**src/rtl/fpio_fifo_arb_pkg.sv**
```systemverilog
// Shared types and helpers for the fpio_fifo write-side arbiter.
// Latency: n/a (types and pure functions only).
// Backpressure: n/a.
package fpio_fifo_arb_pkg;

  typedef enum logic [0:0] {
    IDLE  = 1'b0,
    BURST = 1'b1
  } arb_state_e;

  // Widest requester vector the helpers below support.
  localparam int MAX_REQ = 16;

  // A burst may cover the whole FIFO, so the length field needs one bit
  // more than the FIFO address.
  function automatic int len_bits_for_depth(input int depth);
    return $clog2(depth) + 1;
  endfunction

  // OR-reduction encoder; valid for one-hot or all-zero inputs.
  function automatic logic [3:0] onehot_to_idx(input logic [MAX_REQ-1:0] oh);
    logic [3:0] idx;
    idx = '0;
    for (int i = 0; i < MAX_REQ; i++) begin
      if (oh[i]) idx = idx | 4'(i);
    end
    return idx;
  endfunction

endpackage

```
**src/rtl/fpio_rr_pick.sv**
```systemverilog
// Round-robin picker: first set bit of eligible after rr_ptr, wrapping.
// Latency: purely combinational.
// Backpressure: none; valid simply follows |eligible.
// Ports: eligible (request mask), rr_ptr (last winner) -> valid, pick (index).
module fpio_rr_pick
  import fpio_fifo_arb_pkg::*;
#(
  parameter int N_REQ = 4,
  parameter int IW    = (N_REQ > 1) ? $clog2(N_REQ) : 1
) (
  input  logic [N_REQ-1:0] eligible,
  input  logic [IW-1:0]    rr_ptr,
  output logic             valid,
  output logic [IW-1:0]    pick
);

  // Scan from the far end back towards rr_ptr+1 so that the last match
  // written is the one closest after rr_ptr, i.e. the highest priority.
  always_comb begin
    valid = 1'b0;
    pick  = '0;
    for (int k = N_REQ; k >= 1; k--) begin
      if (eligible[(int'(rr_ptr) + k) % N_REQ]) begin
        valid = 1'b1;
        pick  = IW'((int'(rr_ptr) + k) % N_REQ);
      end
    end
  end

endmodule

```
**src/rtl/fpio_fifo_wr_arb.sv**
```systemverilog
// Shares one fpio_fifo write port among N_REQ producers, granting whole bursts round-robin.
// Latency: 1 cycle req->gnt; beat data/strobe pass to the FIFO combinationally.
// Backpressure: a burst is granted only if fifo_avail covers all of it; producers may idle mid-burst.
// Ports: clk, rst (sync, active-high); req/req_len/req_data_en/req_data per producer;
//        gnt/gnt_done per producer; fifo_avail in, fifo_data_en/fifo_data out; err sticky flags.
module fpio_fifo_wr_arb
  import fpio_fifo_arb_pkg::*;
#(
  parameter int N_REQ      = 4,
  parameter int DATA_WIDTH = 32,
  parameter int FIFO_BITS  = 4,
  parameter int LEN_BITS   = len_bits_for_depth(2**FIFO_BITS)
) (
  input  logic                        clk,
  input  logic                        rst,
  input  logic [N_REQ-1:0]            req,
  input  logic [N_REQ*LEN_BITS-1:0]   req_len,
  input  logic [N_REQ-1:0]            req_data_en,
  input  logic [N_REQ*DATA_WIDTH-1:0] req_data,
  output logic [N_REQ-1:0]            gnt,
  output logic [N_REQ-1:0]            gnt_done,
  input  logic [FIFO_BITS:0]          fifo_avail,
  output logic                        fifo_data_en,
  output logic [DATA_WIDTH-1:0]       fifo_data,
  output logic [1:0]                  err
);

  localparam int IW = (N_REQ > 1) ? $clog2(N_REQ) : 1;
  // Common width for comparing lengths against avail and depth.
  localparam int CW = (LEN_BITS > FIFO_BITS + 1) ? LEN_BITS : FIFO_BITS + 1;
  localparam logic [CW-1:0] DEPTH = CW'(2**FIFO_BITS);

  arb_state_e          state_q, state_d;
  logic [N_REQ-1:0]    gnt_q, gnt_d;
  logic [LEN_BITS-1:0] beat_cnt_q, beat_cnt_d;
  logic [IW-1:0]       rr_ptr_q, rr_ptr_d;
  logic [1:0]          err_q, err_d;

  logic [CW-1:0]       len_ext [N_REQ];
  logic [CW-1:0]       avail_ext;
  logic [N_REQ-1:0]    eligible;
  logic [N_REQ-1:0]    len_bad;
  logic                pick_vld;
  logic [IW-1:0]       pick_idx;
  logic [IW-1:0]       gnt_idx;
  logic                beat;
  logic                last_beat;

  assign avail_ext = CW'(fifo_avail);

  // Zero and over-depth lengths can never complete, so they are excluded
  // from arbitration rather than left to wedge the FIFO.
  for (genvar g = 0; g < N_REQ; g++) begin : g_len
    assign len_ext[g]  = CW'(req_len[g*LEN_BITS +: LEN_BITS]);
    assign len_bad[g]  = req[g] && ((len_ext[g] == '0) || (len_ext[g] > DEPTH));
    assign eligible[g] = req[g] && !len_bad[g] && (len_ext[g] <= avail_ext);
  end

  fpio_rr_pick #(
    .N_REQ (N_REQ),
    .IW    (IW)
  ) u_rr_pick (
    .eligible (eligible),
    .rr_ptr   (rr_ptr_q),
    .valid    (pick_vld),
    .pick     (pick_idx)
  );

  assign gnt_idx   = IW'(onehot_to_idx(MAX_REQ'(gnt_q)));
  // Strobes from producers without a grant are masked here, so they are
  // dropped before reaching the FIFO.
  assign beat      = (state_q == BURST) && |(gnt_q & req_data_en);
  assign last_beat = beat && (beat_cnt_q == LEN_BITS'(1));

  assign fifo_data_en = beat && !rst;
  assign fifo_data    = ((state_q == BURST) && !rst)
                        ? req_data[gnt_idx*DATA_WIDTH +: DATA_WIDTH] : '0;
  assign gnt_done     = (last_beat && !rst) ? gnt_q : '0;
  assign gnt          = rst ? '0 : gnt_q;
  assign err          = rst ? 2'b00 : err_q;

  always_ff @(posedge clk) begin
    if (rst) begin
      state_q    <= IDLE;
      gnt_q      <= '0;
      beat_cnt_q <= '0;
      rr_ptr_q   <= IW'(N_REQ - 1);
      err_q      <= 2'b00;
    end else begin
      state_q    <= state_d;
      gnt_q      <= gnt_d;
      beat_cnt_q <= beat_cnt_d;
      rr_ptr_q   <= rr_ptr_d;
      err_q      <= err_d;
    end
  end

  always_comb begin
    state_d    = state_q;
    gnt_d      = gnt_q;
    beat_cnt_d = beat_cnt_q;
    rr_ptr_d   = rr_ptr_q;
    err_d      = err_q;

    if (|(req_data_en & ~gnt_q)) err_d[0] = 1'b1;

    case (state_q)
      IDLE: begin
        if (|len_bad) err_d[1] = 1'b1;
        if (pick_vld) begin
          gnt_d      = N_REQ'(1) << pick_idx;
          beat_cnt_d = req_len[pick_idx*LEN_BITS +: LEN_BITS];
          rr_ptr_d   = pick_idx;
          state_d    = BURST;
        end
      end
      BURST: begin
        // Length was latched at grant; req and req_len are ignored here.
        if (beat) begin
          if (beat_cnt_q == LEN_BITS'(1)) begin
            gnt_d      = '0;
            beat_cnt_d = '0;
            state_d    = IDLE;
          end else begin
            beat_cnt_d = beat_cnt_q - LEN_BITS'(1);
          end
        end
      end
      default: state_d = IDLE;
    endcase
  end

endmodule

```
**config.mk**
```make
export PLATFORM = sky130hd
export DESIGN_NAME = fpio_fifo_wr_arb
export DESIGN_NICKNAME = d
export VERILOG_FILES = /design/src/rtl/fpio_fifo_arb_pkg.sv /design/src/rtl/fpio_rr_pick.sv /design/src/rtl/fpio_fifo_wr_arb.sv
export SDC_FILE = /design/constraint.sdc
export NUM_CORES = 1
export LEC_CHECK = 0
export ABC_AREA = 1
export CAP_MARGIN = 20
export CORE_UTILIZATION = 39
export DETAILED_ROUTE_END_ITERATION = 10
export PLACE_DENSITY = 0.88
export RECOVER_POWER = 25
export SLEW_MARGIN = 20
export SYNTH_ARGS = -nofsm -noshare
export SYNTH_HDL_FRONTEND = slang
export SYNTH_SLANG_ARGS = --single-unit
```
**constraint.sdc**
```tcl
create_clock -name clk -period 3.55 [get_ports clk]
set_input_delay 0.71 -clock clk [delete_from_list [all_inputs] [get_ports clk]]
set_output_delay 0.71 -clock clk [all_outputs]
set_load 0.01 [all_outputs]
```
==> flow_summary.toml <==
[worst_setup_path]
worstSetupEndpointType = "output pin"
crit_required_ns = 2.84
worstPathMaxFanout = 4
crit_type = "input port to output pin"
crit_path_start_kind = "input port"
arrival_ns = 2.57

[place]
hpwl_um = 10600
port_buffers = 205
place_area_mm2 = 0.00508
gp_congestion = 0.973
post-place-cells = 855
dp_slack_ns = 0.260

[cells_and_area]
final_util_pct = 70.5
syn_to_final_growth_pct = 74.0
layout.cells.non_filler = 859
num_antenna_cells = 0
fill_cells = 655
drive_gt1_share_pct = 5.79
nNetsFinal = 946
final_area_mm2 = 0.00514
layout_commonest_cell = "clkdlybuf4s50_1"
final_cell_mix = "clkdlybuf4s50_1, nor2_1, nand2_1, o21ai_0, inv_1"

[timing]
fin_ws_ns = 0.272
tns_ns = 0
whs_ns = 0.459
period_minus_slack_ns = 3.28
slew_headroom_pct = 54.0
slew_viol_final = 0
tightest_slew_ns = 0.689
max_freq_mhz = 305
grt_setup_unrepaired = "false"
fin_skew_ns = 0.00535
hold_violations = 0
fin_crit_sh_pct = 92.3
setup_viol = 0

[die]
core_mm2 = 0.00729
start_util_pct = 40.5
dieHeight_um = 89.0
rows = 31
die_area_mm2 = 0.00792
ios = 206
die_x_um = 89.0

[synthesis]
yosysWarnings = 0
synthCells = 570
synth_area_leaders = "nor2_1, nand2_1, o21ai_0"
yosys.area.top_type = "nor2_1"
synth_nets = 755
yosysUniqueCellTypes = 30
avgSynthCellArea_um2 = 5.18
synth_top_area_share_pct = 19.4
syn_area_mm2 = 0.00295
synth-seq-area-share_pct = 9.49
ys_ff_latch = 14

[clock_network]
clk_path_buf_depth = 2
cts_tree = "done"
path_clk_slew_ns = 0.06
cts_buffers = 3
clkSinkCount = 14
clk_latency_ns = 0.26
holdBufCountCts = 0
post_cts_buffers = 0
cts_resized = 0
cts-root-buf = "clkbuf_8"
cts_max_level = 1

[route]
first_iter_violations = 243
wirelength_um = 12700
drtAntennaViolNets = 0
vias = 4468
firstDrtPassIters = 5
drc = 0
viasPerCell = 5.20
wl_per_cell_um = 14.8

[grt]
grt_max_degree = 65
grt_overflow_total = 0
grt_pass1_wl_um = 18200
grt_pass1_vias = 3843
grtUsageTotal_pct = 29.4
antenna_found_initial = 0

[status]
status = "complete, no violations"

[power_and_ir_drop]
power.density_mw_per_mm2 = 501
leakagePower_nw = 2.32
finalPower_mw = 2.57
vdd.ir_drop.worst_v = 0.000259

[run]
cap_viol_max_count = 0

[worst_hold_path]
min_path_type = "flip-flop to flip-flop"
[logic make-up (layout without fill, tap and decap cells)]
logic type               Yosys count  after routing  share of synthesized area [%]
buffers and inverters             77            267                           10.6
AND/OR/NAND/NOR                  327            327                           46.7
adder cells (fa/ha/maj)           22             22                           9.32
AO/OA/AOI/OAI                    126            126                           22.8
flip-flops                        14             14                           9.49
XOR/XNOR                           4              4                           1.19
[cells in the mapped netlist, drive strengths merged]
master / n
o21a: 3
nand4: 2
nand3b: 4
nor2: 157
xor2: 2
o21ai: 73
nor3: 5
clkinv: 1
buf: 5
xnor2: 2
o31ai: 4
a221oi: 1
a21oi: 44
nand3: 38
clkbuf: 24
dfxtp: 14
ha: 22
inv: 47
nand2: 121
a31oi: 1
[worst max-delay path: stages]
cell and delay, ns:
dlygate4sd3_1 0.59, nand2_1 0.08, nand4_1 0.10, nand2_1 0.09, nor2_1 0.14, inv_1 0.10
nor3_1 0.17, clkdlybuf4s50_1 0.59
[flip-flops by register name, summed over array words and instances (netlist names)]
name        cells
state_q         1
beat_cnt_q      5
err_q           2
gnt_q           4
rr_ptr_q        2
[layer usage]
metal | GRT usage [%] | wire, um
met1 | 34.7 | 5090
met2 | 54.8 | 6280
met3 | 6.28 | 1110
met4 | 6.06 | 207
met5 | 0 | 0
[power by group]
part,switching [mW],total (mW),leakage (nW),internal (mW)
clock network,0.0636,0.162,0.0288,0.0985
logic,1.29,2.13,2.17,0.845
registers,0.0693,0.281,0.116,0.212
total,1.42,2.57,2.32,1.15
[worst paths after layout]
| check | start | to | slack [ns] | depth (start not counted) |
|---|---|---|---|---|
| min reg2reg | err_q[1] | err_q[1] | 0.46 | 2 |
| max reg2reg | rr_ptr_q[0] | beat_cnt_q[3] | 1.46 | 10 |
| min | err_q[1] | err_q[1] | 0.46 | 2 |
| max | req_data_en[3] | gnt_done[1] | 0.27 | 8 |
[final cells by class]
cell class / instances / area [um^2] / share of cell area [%]
Clock buffer: 4 / 55.1 / 1.07
Inverter: 48 / 180 / 3.51
Multi-Input combinational cell: 479 / 2370 / 46.2
Sequential cell: 14 / 280 / 5.46
Tap cell: 99 / 124 / 2.41
Timing Repair Buffer: 215 / 2130 / 41.4
(Power assumes the default switching activity.)
